[src/rtl/mlp_seq_ctrl.sv]
// Sequential two-layer MLP classifier sharing one signed MAC unit, one product per cycle.
// Weights and biases are elaboration-time constants; the result is an argmax class index.
module mlp_seq_ctrl #(
  parameter int N_IN  = 11,
  parameter int N_HID = 2,
  parameter int N_OUT = 6,
  parameter int IW    = 4,
  parameter int WW    = 4,
  parameter int BW    = 8,
  parameter int AW    = 14,
  parameter int HW    = 8,
  parameter logic [N_HID*N_IN*WW-1:0]  W0 = '0,
  parameter logic [N_HID*BW-1:0]       B0 = '0,
  parameter logic [N_OUT*N_HID*WW-1:0] W1 = '0,
  parameter logic [N_OUT*BW-1:0]       B1 = '0
) (
  input  logic               clk,
  input  logic               rst,
  input  logic [N_IN*IW-1:0] inp,
  input  logic               in_valid,
  output logic               in_ready,
  output logic [2:0]         out,
  output logic               out_valid,
  input  logic               out_ready
);

  localparam int NMAX = (N_OUT > N_HID) ? N_OUT : N_HID;
  localparam int KMAX = (N_IN > N_HID) ? N_IN : N_HID;
  localparam int NW   = $clog2(NMAX);
  localparam int KW   = $clog2(KMAX);

  localparam logic [KW-1:0] K_IN_LAST  = KW'(N_IN - 1);
  localparam logic [KW-1:0] K_HID_LAST = KW'(N_HID - 1);
  localparam logic [NW-1:0] N_HID_LAST = NW'(N_HID - 1);
  localparam logic [NW-1:0] N_OUT_LAST = NW'(N_OUT - 1);

  typedef enum logic [1:0] {IDLE, HID, OUTL, HOLD} state_t;

  state_t               r_state;
  logic [NW-1:0]        r_n;
  logic [KW-1:0]        r_k;
  logic signed [AW-1:0] r_acc;
  logic [AW-1:0]        r_best;
  logic [2:0]           r_idx;
  logic [N_IN*IW-1:0]   r_x;
  logic [N_HID*HW-1:0]  r_hid;
  logic [2:0]           r_out;
  logic                 r_out_valid;

  logic [WW-1:0]        w_wt;
  logic [AW-1:0]        w_op;
  logic signed [AW-1:0] w_term;
  logic signed [AW-1:0] w_sum;
  logic [AW-1:0]        w_relu;
  logic [HW-1:0]        w_hsat;
  logic                 w_better;
  logic [2:0]           w_idx_fin;

  function automatic logic signed [AW-1:0] sext_b(input logic [BW-1:0] b);
    return {{(AW-BW){b[BW-1]}}, b};
  endfunction

  // Operand mux: input features in HID, hidden activations in OUTL.
  always_comb begin
    w_wt = '0;
    w_op = '0;
    if (r_state == OUTL) begin
      w_wt = W1[(int'(r_n) * N_HID + int'(r_k)) * WW +: WW];
      w_op = AW'(r_hid[int'(r_k) * HW +: HW]);
    end else begin
      w_wt = W0[(int'(r_n) * N_IN + int'(r_k)) * WW +: WW];
      w_op = AW'(r_x[int'(r_k) * IW +: IW]);
    end
    w_term    = $signed(w_op) * $signed({{(AW-WW){w_wt[WW-1]}}, w_wt});
    w_sum     = r_acc + w_term;
    w_relu    = w_sum[AW-1] ? '0 : w_sum;
    w_hsat    = (|w_relu[AW-1:HW]) ? {HW{1'b1}} : w_relu[HW-1:0];
    // Strict compare keeps the lower index on ties.
    w_better  = (r_n == '0) || (w_relu > r_best);
    w_idx_fin = w_better ? 3'(r_n) : r_idx;
  end

  always_ff @(posedge clk or posedge rst) begin
    if (rst) begin
      r_state     <= IDLE;
      r_n         <= '0;
      r_k         <= '0;
      r_acc       <= '0;
      r_best      <= '0;
      r_idx       <= '0;
      r_x         <= '0;
      r_hid       <= '0;
      r_out       <= '0;
      r_out_valid <= 1'b0;
    end else begin
      unique case (r_state)
        IDLE: begin
          if (in_valid) begin
            r_x     <= inp;
            r_acc   <= sext_b(B0[BW-1:0]);
            r_n     <= '0;
            r_k     <= '0;
            r_state <= HID;
          end
        end
        HID: begin
          r_acc <= w_sum;
          if (r_k == K_IN_LAST) begin
            r_hid[int'(r_n) * HW +: HW] <= w_hsat;
            r_k <= '0;
            if (r_n == N_HID_LAST) begin
              r_acc   <= sext_b(B1[BW-1:0]);
              r_n     <= '0;
              r_state <= OUTL;
            end else begin
              r_acc <= sext_b(B0[(int'(r_n) + 1) * BW +: BW]);
              r_n   <= r_n + 1'b1;
            end
          end else begin
            r_k <= r_k + 1'b1;
          end
        end
        OUTL: begin
          r_acc <= w_sum;
          if (r_k == K_HID_LAST) begin
            r_k <= '0;
            if (w_better) begin
              r_best <= w_relu;
              r_idx  <= 3'(r_n);
            end
            if (r_n == N_OUT_LAST) begin
              r_out       <= w_idx_fin;
              r_out_valid <= 1'b1;
              r_n         <= '0;
              r_state     <= HOLD;
            end else begin
              r_acc <= sext_b(B1[(int'(r_n) + 1) * BW +: BW]);
              r_n   <= r_n + 1'b1;
            end
          end else begin
            r_k <= r_k + 1'b1;
          end
        end
        HOLD: begin
          if (out_ready) begin
            r_out_valid <= 1'b0;
            r_state     <= IDLE;
          end
        end
        default: r_state <= IDLE;
      endcase
    end
  end

  assign in_ready  = (r_state == IDLE);
  assign out       = r_out;
  assign out_valid = r_out_valid;

endmodule
[config.mk]
export PLATFORM = sky130hd
export DESIGN_NAME = mlp_seq_ctrl
export DESIGN_NICKNAME = d
export VERILOG_FILES = /design/src/rtl/mlp_seq_ctrl.sv
export SDC_FILE = /design/constraint.sdc
export NUM_CORES = 1
export LEC_CHECK = 0
export BUFFER_PORTS_ARGS = -buffer_cell sky130_fd_sc_hd__buf_4
export CAP_MARGIN = 5
export CORE_UTILIZATION = 30
export CTS_CLUSTER_SIZE = 20
export DETAILED_ROUTE_END_ITERATION = 8
export HOLD_SLACK_MARGIN = 0.03
export MAX_ROUTING_LAYER = met4
export PLACE_DENSITY_LB_ADDON = 0.05
export SYNTH_ARGS = -nofsm -noshare
export SYNTH_HDL_FRONTEND = slang
export SYNTH_SLANG_ARGS = --single-unit
[constraint.sdc]
create_clock -name clk -period 2.85 [get_ports clk]
set_input_delay 0.57 -clock clk [delete_from_list [all_inputs] [get_ports clk]]
set_output_delay 0.57 -clock clk [all_outputs]
set_load 0.03 [all_outputs]
==> results.yml, run 1 <==
floorplan:
  dieWidth_um: 89.91
  io_pins: 53
  start_util_pct: 31.46
  num_rows: 31
  core_region_area_um2: 7370
  dieArea_um2: 8084
  fp.dieH_um: 89.91
logic_synthesis:
  synthTopCellsByCount: "43 x dfrtp_1, 20 x ha_1, 20 x inv_1"
  yosysMostFrequentCell: "dfrtp_1"
  syn_area_per_cell_um2: 10.83
  synth-main-ff-cell: "dfrtp_1"
  yosysUniqueCellTypes: 36
  yosysSeqAreaShare_pct: 46.41
  synth_edf_count: 0
  synth_top_area_share_pct: 46.41
  synthArstFlopShare_pct: 100.0
  ys_ff_latch: 43
  synthCells: 214
  synth_top_area_cell: "dfrtp_1"
  ys.warnings.count: 0
  syn_area_um2: 2318
  synthTopCellsByArea: "dfrtp_1 46%, ha_1 11%, mux2_4 6.5%, nor2b_1 4.0%, and2_1 3.8%"
  synth_nets: 282
cts:
  post_cts_buffers: 0
  h-tree-depth: 2
  cts.sinks: 43
  insertion_delay_ns: 0.29
  cts_hold_buf: 0
  root_buffer: "clkbuf_8"
  clk_pin_slew_ns: 0.08
  cts_buffer_depth: 2
  cts_resized: 0
  cts_tree: "yes"
  cts_buffers: 5
critical_path:
  critPathKind: "flip-flop to flip-flop"
  crit_family: "compound AO/OA/AOI/OAI gates"
  crit_fanout: 12
  arrival_ns: 2.76
  cpPeakStageDelay_ns: 0.45
  crit_buf_inv: 2
  cp-end-kind: "flip-flop"
  cp_cell_sequence: "buf_4, nor2b_1, ha_1, a21oi_1, o221ai_1, a311oi_4, nor2_4, buf_12, mux2_4"
  critPathLaunchType: "flip-flop"
  crit_slowest_cell: "dfrtp_1"
  critPathRequiredTime_ns: 3.03
  cp_num_cells: 9
  rr_worst_depth: 9
sta:
  setup_ws_ns: 0.2718
  rsz0062_at_grt: "false"
  setup-violations-final: 0
  slew_viol_final: 0
  hold_violations: 0
  min_period_ns: 2.578
  tightest_slew_ns: 1.057
  maxSlewHeadroom_pct: 29.07
  finalClockSkew_ns: 0.006459
  finalCritPeriodShare_pct: 90.46
  finalSetupTns_ns: 0
  fmax_mhz: 387.9
power:
  power.switching_uw: 672.8
  clockPowerShare_pct: 21.5
  power_density_nw_per_um2: 674.7
  leakagePower_nw: 1.237
  p_seq_share_pct: 40.8
  p_int_mw: 1.099
  peakVddDrop_uv: 421.4
  swShare_pct: 37.97
  pwr-share-comb_pct: 37.8
run:
  cap_violations: 0
min_path:
  hold_class: "input port to async pin"
route:
  wirelength_mm: 4.400
  avgViaCountPerCell: 4.554
  ant_nets: 0
  drtPass1Iterations: 4
  drcViolationCount: 0
  initialDrtViolationCount: 35
  vias: 1512
  post_drt_wl_per_cell_um: 13.25
finish:
  area_delta_synth_final_pct: 13.28
  seqCellArea_um2: 1076
  drive_above_1_share_pct: 18.45
  antenna_cells: 0
  multi_input_area_um2: 1145
  nNetsFinal: 300
  finish.utilization_pct: 35.64
  fill_cells: 767
global_routing:
  grt_pass1_vias: 1662
  grt_use_total_pct: 12.50
  grt_pass1_wl_mm: 7.721
  grt_max_degree: 30
  overflow: 0
  antenna_found_initial: 0
place:
  dpl_worst_slack_ns: 0.2515
  hpwl_mm: 3.291
  gp_congestion: 0.7856
  io_buffers: 8
status:
  outcome: "complete, no violations"
==> per-stage QoR <==
| stage | instances | hold slack [ns] | power, mW | area, um^2 |
|---|---|---|---|---|
| after detailed placement | 324 | 0.4639 | 1.413 | 2545 |
| final | 332 | 0.4040 | 1.772 | 2626 |
| after global placement | 324 | 0.4611 | 1.396 | 2545 |
| after floorplan | 214 | 0.4448 | 1.198 | 2318 |
| after CTS | 332 | 0.4385 | 1.803 | 2626 |
| after global routing | 332 | 0.4685 | 1.913 | 2626 |
==> worst register-to-register path, cell delays in order, from the launching register on <==
cell	delay (ns)
dfrtp_1	0.45
buf_4	0.20
nor2b_1	0.17
ha_1	0.29
a21oi_1	0.15
o221ai_1	0.20
a311oi_4	0.43
nor2_4	0.09
buf_12	0.17
mux2_4	0.30
==> layout make-up <==
| cell class | count | share of cell area [%] |
|---|---|---|
| clock buffer | 7 | 2.906 |
| clock inverter | 1 | 0.1906 |
| inverter | 20 | 2.859 |
| multi-input combinational | 147 | 43.59 |
| sequential | 43 | 40.97 |
| tap | 99 | 4.717 |
| timing repair buffer | 15 | 4.764 |
==> power by group through the flow <==
stage / registers (mW) / logic [mW] / clock network [mW]
after CTS: 0.723 / 0.682 / 0.398
after detailed placement: 0.734 / 0.679 / 0
after floorplan: 0.732 / 0.466 / 0
after global routing: 0.732 / 0.752 / 0.429
final: 0.722 / 0.669 / 0.381
after global placement: 0.729 / 0.667 / 0
==> sequential cells by signal (all words and copies together) (netlist names) <==
register	count
r_acc	14
r_best	13
r_k	4
out	3
r_idx	3
r_n	3
r_state	2
out_valid	1
==> layer usage <==
metal	global-route usage, %	up-vias	share of wire, %
met5	-	-	0
met4	4.032	0	1.7
met3	3.046	6	1.8
met2	21.28	11	50
met1	14.53	742	47
li1	-	753	-
==> cell usage in the layout, fill, tap and decap left out, types with 5 or more instances in the layout <==
master	Yosys	final
o21ai_0	11	10
a21oi_1	11	11
mux2_4	10	10
nand2_1	13	13
mux2_2	5	5
dfrtp_1	43	43
nor2b_1	15	15
clkbuf_8	0	5
nor2_1	13	13
ha_1	20	20
and2_1	14	14
inv_1	20	19
buf_4	0	14
==> path summary, 6_finish.rpt <==
kind,start,to,slack [ns]
setup / recovery,r_acc[13]$_DFFE_PP0P_,r_best[12]$_DFFE_PP0P_,0.27
hold / removal,rst,r_best[4]$_DFFE_PP0P_,0.40
setup reg to reg,r_acc[13]$_DFFE_PP0P_,r_best[12]$_DFFE_PP0P_,0.27
hold reg to reg,r_acc[4]$_DFFE_PP0P_,r_acc[4]$_DFFE_PP0P_,0.48
max in group asynchronous,rst,r_n[0]$_DFFE_PP0P_,1.82
min in group clk,r_acc[4]$_DFFE_PP0P_,r_acc[4]$_DFFE_PP0P_,0.48
==> cells by family after synthesis <==
kind of cell / count (synthesis) / share of synthesized area (%)
adders and majority gates: 20 / 10.79
buffers and inverters: 24 / 4.209
DFF: 43 / 46.41
muxes: 18 / 10.20
xor gates and xnor gates: 3 / 1.134
and+or+nand+nor: 74 / 18.40
AOI/OAI and AO/OA: 32 / 8.851
Note: power is estimated with default switching activity, not from simulation.
==> inputs of run 2 (changes only) <==
--- a/config.mk
+++ b/config.mk
@@ -12,7 +12,7 @@
 export DETAILED_ROUTE_END_ITERATION = 8
 export HOLD_SLACK_MARGIN = 0.03
 export MAX_ROUTING_LAYER = met4
-export PLACE_DENSITY_LB_ADDON = 0.05
+export SKIP_LAST_GASP = 1
 export SYNTH_ARGS = -nofsm -noshare
 export SYNTH_HDL_FRONTEND = slang
 export SYNTH_SLANG_ARGS = --single-unit
==> run 2 against run 1 <==
Via count decreased by 1.8%. Utilization increased by 0.39 points. Count of clock-buffer cells in the layout decreased by 1. Clock power increased by 21%. Critical endpoint is now r_best[1]$_DFFE_PP0P_.
==> results.yml, run 2 (same netlist as run 1, synthesis figures left out) <==
status:
  outcome: "complete, no violations"
route:
  ant_nets: 0
  drtPass1Iterations: 4
  drcViolationCount: 0
  vias: 1485
  initialDrtViolationCount: 74
  post_drt_wl_per_cell_um: 11.76
  avgViaCountPerCell: 4.473
  wirelength_mm: 3.904
sta:
  setup-violations-final: 0
  maxSlewHeadroom_pct: 63.83
  finalCritPeriodShare_pct: 89.11
  whs_ns: 0.4147
  min_period_ns: 2.540
  finalSetupTns_ns: 0
  hold_violations: 0
  slew_viol_final: 0
  rsz0062_at_grt: "false"
  tightest_slew_ns: 0.5425
  finalClockSkew_ns: 0.005623
  fmax_mhz: 393.7
power:
  peakVddDrop_uv: 447.6
  leakagePower_nw: 1.252
  power_mw: 1.848
  power_density_nw_per_um2: 696.2
finish:
  layout_common_cells: "43 x dfrtp_1, 20 x ha_1, 19 x inv_1"
  layout_commonest_cell: "dfrtp_1"
  fill_cells: 750
  area_delta_synth_final_pct: 14.52
  top_regs: "r_acc (14), r_best (13), r_k (4)"
  antenna_cells: 0
  seqCellArea_um2: 1076
  top_register: "r_acc"
  design_area_um2: 2655
  nNetsFinal: 301
  largest_reg_flops: 14
  multi_input_area_um2: 1145
  finish.utilization_pct: 36.03
  drive_above_1_share_pct: 18.88
critical_path:
  cp_cell_sequence: "buf_4, nor2b_1, ha_1, a21oi_1, o221ai_1, a311oi_4, nor2_4, buf_4, mux2_4"
  critPathKind: "flip-flop to flip-flop"
  arrival_ns: 2.72
  critPathRequiredTime_ns: 3.03
  cp-end-kind: "flip-flop"
  crit_fanout: 8
  critPathLaunchType: "flip-flop"
  reg2reg_slack_ns: 0.31
  path_common_cell: "buf_4"
  crit_slowest_cell: "dfrtp_1"
  cpPeakStageDelay_ns: 0.46
  rr_worst_depth: 9
  r2r-end: "r_best[1]$_DFFE_PP0P_"
  timing.rr.start: "r_acc[13]$_DFFE_PP0P_"
place:
  hpwl_mm: 2.771
  gp_congestion: 0.7384
  io_buffers: 8
  dpl_cell_area_um2: 2552
global_routing:
  use_met3_pct: 2.792
  overflow: 0
  grt_max_degree: 44
  grtUsageMet1_pct: 15.75
  grt_pass1_vias: 1611
  grt_use_total_pct: 11.77
  grt_pass1_wl_mm: 7.521
  grt_use_met2_pct: 17.88
  grt.busiest_layer: "met2"
  antenna_found_initial: 0
floorplan:
  core_region_area_um2: 7370
  dieWidth_um: 89.91
  dieArea_um2: 8084
  num_rows: 31
  fp.dieH_um: 89.91
  start_util_pct: 31.46
  io_pins: 53
run:
  cap_violations: 0
cts:
  post_cts_buffers: 0
  insertion_delay_ns: 0.29
  clk_pin_slew_ns: 0.08
  cts_hold_buf: 0
  cts.sinks: 43
  cts_buffer_depth: 2
  root_buffer: "clkbuf_8"
  cts_buffers: 5
  h-tree-depth: 2
  cts_resized: 0
  cts_tree: "yes"
min_path:
  hold_class: "input port to async pin"
## run 2: area by class of cell
class / instances / share of cell area, %
flip-flops and latches: 43 / 40.53
clock buffers: 6 / 2.733
clock inverters: 1 / 1.131
repair buffers: 16 / 4.995
well taps: 99 / 4.665
multi-input cells: 147 / 43.12
inverters: 20 / 2.828
## run 2: report_power, final
group | internal [mW] | leakage [nW] | total (mW) | switching (mW)
sequential | 0.663 | 0.590 | 0.721 | 0.0578
combinational | 0.280 | 0.611 | 0.667 | 0.386
clock | 0.257 | 0.0513 | 0.461 | 0.204
## run 2: worst max-delay path by stage
stage | startpoint | to | slack, ns | cells after the start
5_1_grt | r_acc[13]$_DFFE_PP0P_ | r_best[1]$_DFFE_PP0P_ | 0.10 | 9
2_1_floorplan | r_acc[13]$_DFFE_PP0P_ | r_best[12]$_DFFE_PP0P_ | 0.22 | 10
6_report | r_acc[13]$_DFFE_PP0P_ | r_best[1]$_DFFE_PP0P_ | 0.31 | 9
4_1_cts | r_acc[13]$_DFFE_PP0P_ | r_best[1]$_DFFE_PP0P_ | 0.27 | 9
3_3_place_gp | r_acc[13]$_DFFE_PP0P_ | r_best[1]$_DFFE_PP0P_ | 0.31 | 9
3_5_place_dp | r_acc[13]$_DFFE_PP0P_ | r_best[1]$_DFFE_PP0P_ | 0.31 | 9
## run 2: worst max-delay path: cells and delay by family (launching register included)
family	cells	cell delay [ns]
and+or+nand+nor	2	0.24
AOI/OAI and AO/OA	3	0.78
muxes	1	0.29
adders and majority gates	1	0.28
DFF	1	0.46
buffers and inverters	2	0.38
## run 2: layer usage
layer  share of wire (%)  wire (um)
met1                  52       2025
met2                  45       1776
met3                 2.0         79
met4                0.56         22
met5                   0          0
## run 2: through the flow
step,setup slack (ns),instances
final,0.3102,332
after global routing,0.1009,332
after CTS,0.2719,332
after detailed placement,0.3128,325
after global placement,0.3066,325
after floorplan,0.2237,214
==> inputs of run 3 (changes only) <==
--- a/config.mk
+++ b/config.mk
@@ -7,11 +7,13 @@
 export LEC_CHECK = 0
 export BUFFER_PORTS_ARGS = -buffer_cell sky130_fd_sc_hd__buf_4
 export CAP_MARGIN = 5
+export CORE_MARGIN = 2
 export CORE_UTILIZATION = 30
 export CTS_CLUSTER_SIZE = 20
 export DETAILED_ROUTE_END_ITERATION = 8
 export HOLD_SLACK_MARGIN = 0.03
 export MAX_ROUTING_LAYER = met4
+export RECOVER_POWER = 100
 export SKIP_LAST_GASP = 1
 export SYNTH_ARGS = -nofsm -noshare
 export SYNTH_HDL_FRONTEND = slang
==> constraint.sdc (replaced) <==
create_clock -name clk -period 2.9 [get_ports clk]
set_input_delay 0.58 -clock clk [delete_from_list [all_inputs] [get_ports clk]]
set_output_delay 0.58 -clock clk [all_outputs]
set_load 0.03 [all_outputs]
==> run 3 against run 2 <==
Worst hold slack worse by 0.070 ns. Via count about the same. Count of clock-buffer cells in the layout down 1. Largest power group unchanged. Cell area down 2.1%. Fmax down 2.1%.
==> results.yml, run 3 (same netlist as run 1, synthesis figures left out) <==
floorplan:
  start_util_pct: 30.48
  core_region_area_um2: 7607
  num_rows: 32
  fp.dieH_um: 91.91
  dieArea_um2: 8447
  io_pins: 53
  dieWidth_um: 91.91
sta:
  fmax_mhz: 385.4
  finalSetupTns_ns: 0
  tightest_slew_ns: 1.186
  maxSlewHeadroom_pct: 20.93
  rsz0062_at_grt: "false"
  finalCritPeriodShare_pct: 89.46
  finalClockSkew_ns: 0.008245
  slew_viol_final: 0
  setup-violations-final: 0
  hold_violations: 0
  whs_ns: 0.3448
  min_period_ns: 2.594
route:
  post_drt_wl_per_cell_um: 11.51
  drtPass1Iterations: 4
  ant_nets: 0
  initialDrtViolationCount: 45
  vias: 1486
  avgViaCountPerCell: 4.436
  wirelength_mm: 3.855
  drcViolationCount: 0
place:
  post-place-cells: 327
  io_buffers: 8
  dpl_cell_area_um2: 2549
  gp_congestion: 0.7778
  hpwl_mm: 2.784
power:
  peakVddDrop_uv: 559.1
  leakagePower_nw: 1.219
  power_density_nw_per_um2: 687.6
finish:
  finish.utilization_pct: 34.16
  layout_commonest_cell: "dfrtp_1"
  largest_reg_flops: 14
  drive_above_1_share_pct: 12.45
  top_register: "r_acc"
  design_area_um2: 2599
  multi_input_area_um2: 1111
  fill_cells: 797
  antenna_cells: 0
  seqCellArea_um2: 1076
  top_regs: "r_acc (14), r_best (13), r_k (4)"
  nNetsFinal: 300
  layout_common_cells: "43 x dfrtp_1, 20 x ha_1, 19 x inv_1"
  finalNonFillerCells: 335
  area_delta_synth_final_pct: 12.09
global_routing:
  grt_pass1_vias: 1539
  grt_pass1_wl_mm: 7.134
  overflow: 0
  antenna_found_initial: 0
  grt_use_total_pct: 10.83
  grt_max_degree: 23
critical_path:
  timing.rr.start: "r_acc[13]$_DFFE_PP0P_"
  startpoint: "r_acc[13]$_DFFE_PP0P_"
  arrival_ns: 2.77
  critPathRequiredTime_ns: 3.08
  crit_fanout: 7
  critPathKind: "flip-flop to flip-flop"
  critPathLaunchType: "flip-flop"
  cp-end-kind: "flip-flop"
status:
  outcome: "complete, no violations"
cts:
  post_cts_buffers: 0
  insertion_delay_ns: 0.30
  cts.sinks: 43
  root_buffer: "clkbuf_8"
  h-tree-depth: 2
  cts_buffer_depth: 2
  cts_hold_buf: 0
  cts_buffers: 5
  cts_resized: 0
  clk_pin_slew_ns: 0.08
  cts_tree: "yes"
min_path:
  hold_class: "input port to async pin"
run:
  cap_violations: 0
[run 3: power by group]
part / switching [mW] / total, mW / internal [mW]
Clock: 0.211 / 0.468 / 0.256
Combinational: 0.377 / 0.612 / 0.234
Sequential: 0.0557 / 0.707 / 0.652
[run 3: layer usage]
metal	vias up	track usage [%]	wire length (um)
met1	717	13.21	1887
li1	749	-	-
met4	0	3.358	55
met3	6	2.219	102
met2	14	18.14	1810
met5	-	-	0
[run 3: worst max-delay path, stage by stage, from the launching register on]
cell	delay [ns]
dfrtp_1	0.47
buf_4	0.20
nor2b_1	0.14
ha_1	0.27
a21oi_1	0.17
o221ai_1	0.21
a311oi_4	0.41
nor2_4	0.09
clkbuf_2	0.18
mux2_1	0.34
[run 3: worst paths after layout]
path	cells past startpoint	endpoint	slack, ns
min in group clk	1	r_acc[3]$_DFFE_PP0P_	0.48
hold reg to reg	1	r_acc[3]$_DFFE_PP0P_	0.48
setup / recovery	9	r_best[2]$_DFFE_PP0P_	0.31
hold / removal	2	r_k[2]$_DFFE_PP0P_	0.34
max in group asynchronous	3	r_best[11]$_DFFE_PP0P_	1.07
setup reg to reg	9	r_best[2]$_DFFE_PP0P_	0.31
[run 3: stage by stage]
step,setup WS (ns),power [mW]
2_1_floorplan,0.2737,1.178
3_3_place_gp,0.3340,1.365
3_5_place_dp,0.3369,1.369
4_1_cts,0.3092,1.850
5_1_grt,0.08660,1.942
6_report,0.3056,1.787
[run 3: cell type report]
cell class                 instances  share of cell area [%]
clock buffer                       5                   2.648
clock inverter                     3                   1.685
inverter                          20                   2.889
multi-input combinational        147                   42.75
sequential                        43                   41.41
tap                              102                   4.911
timing repair buffer              15                   3.707
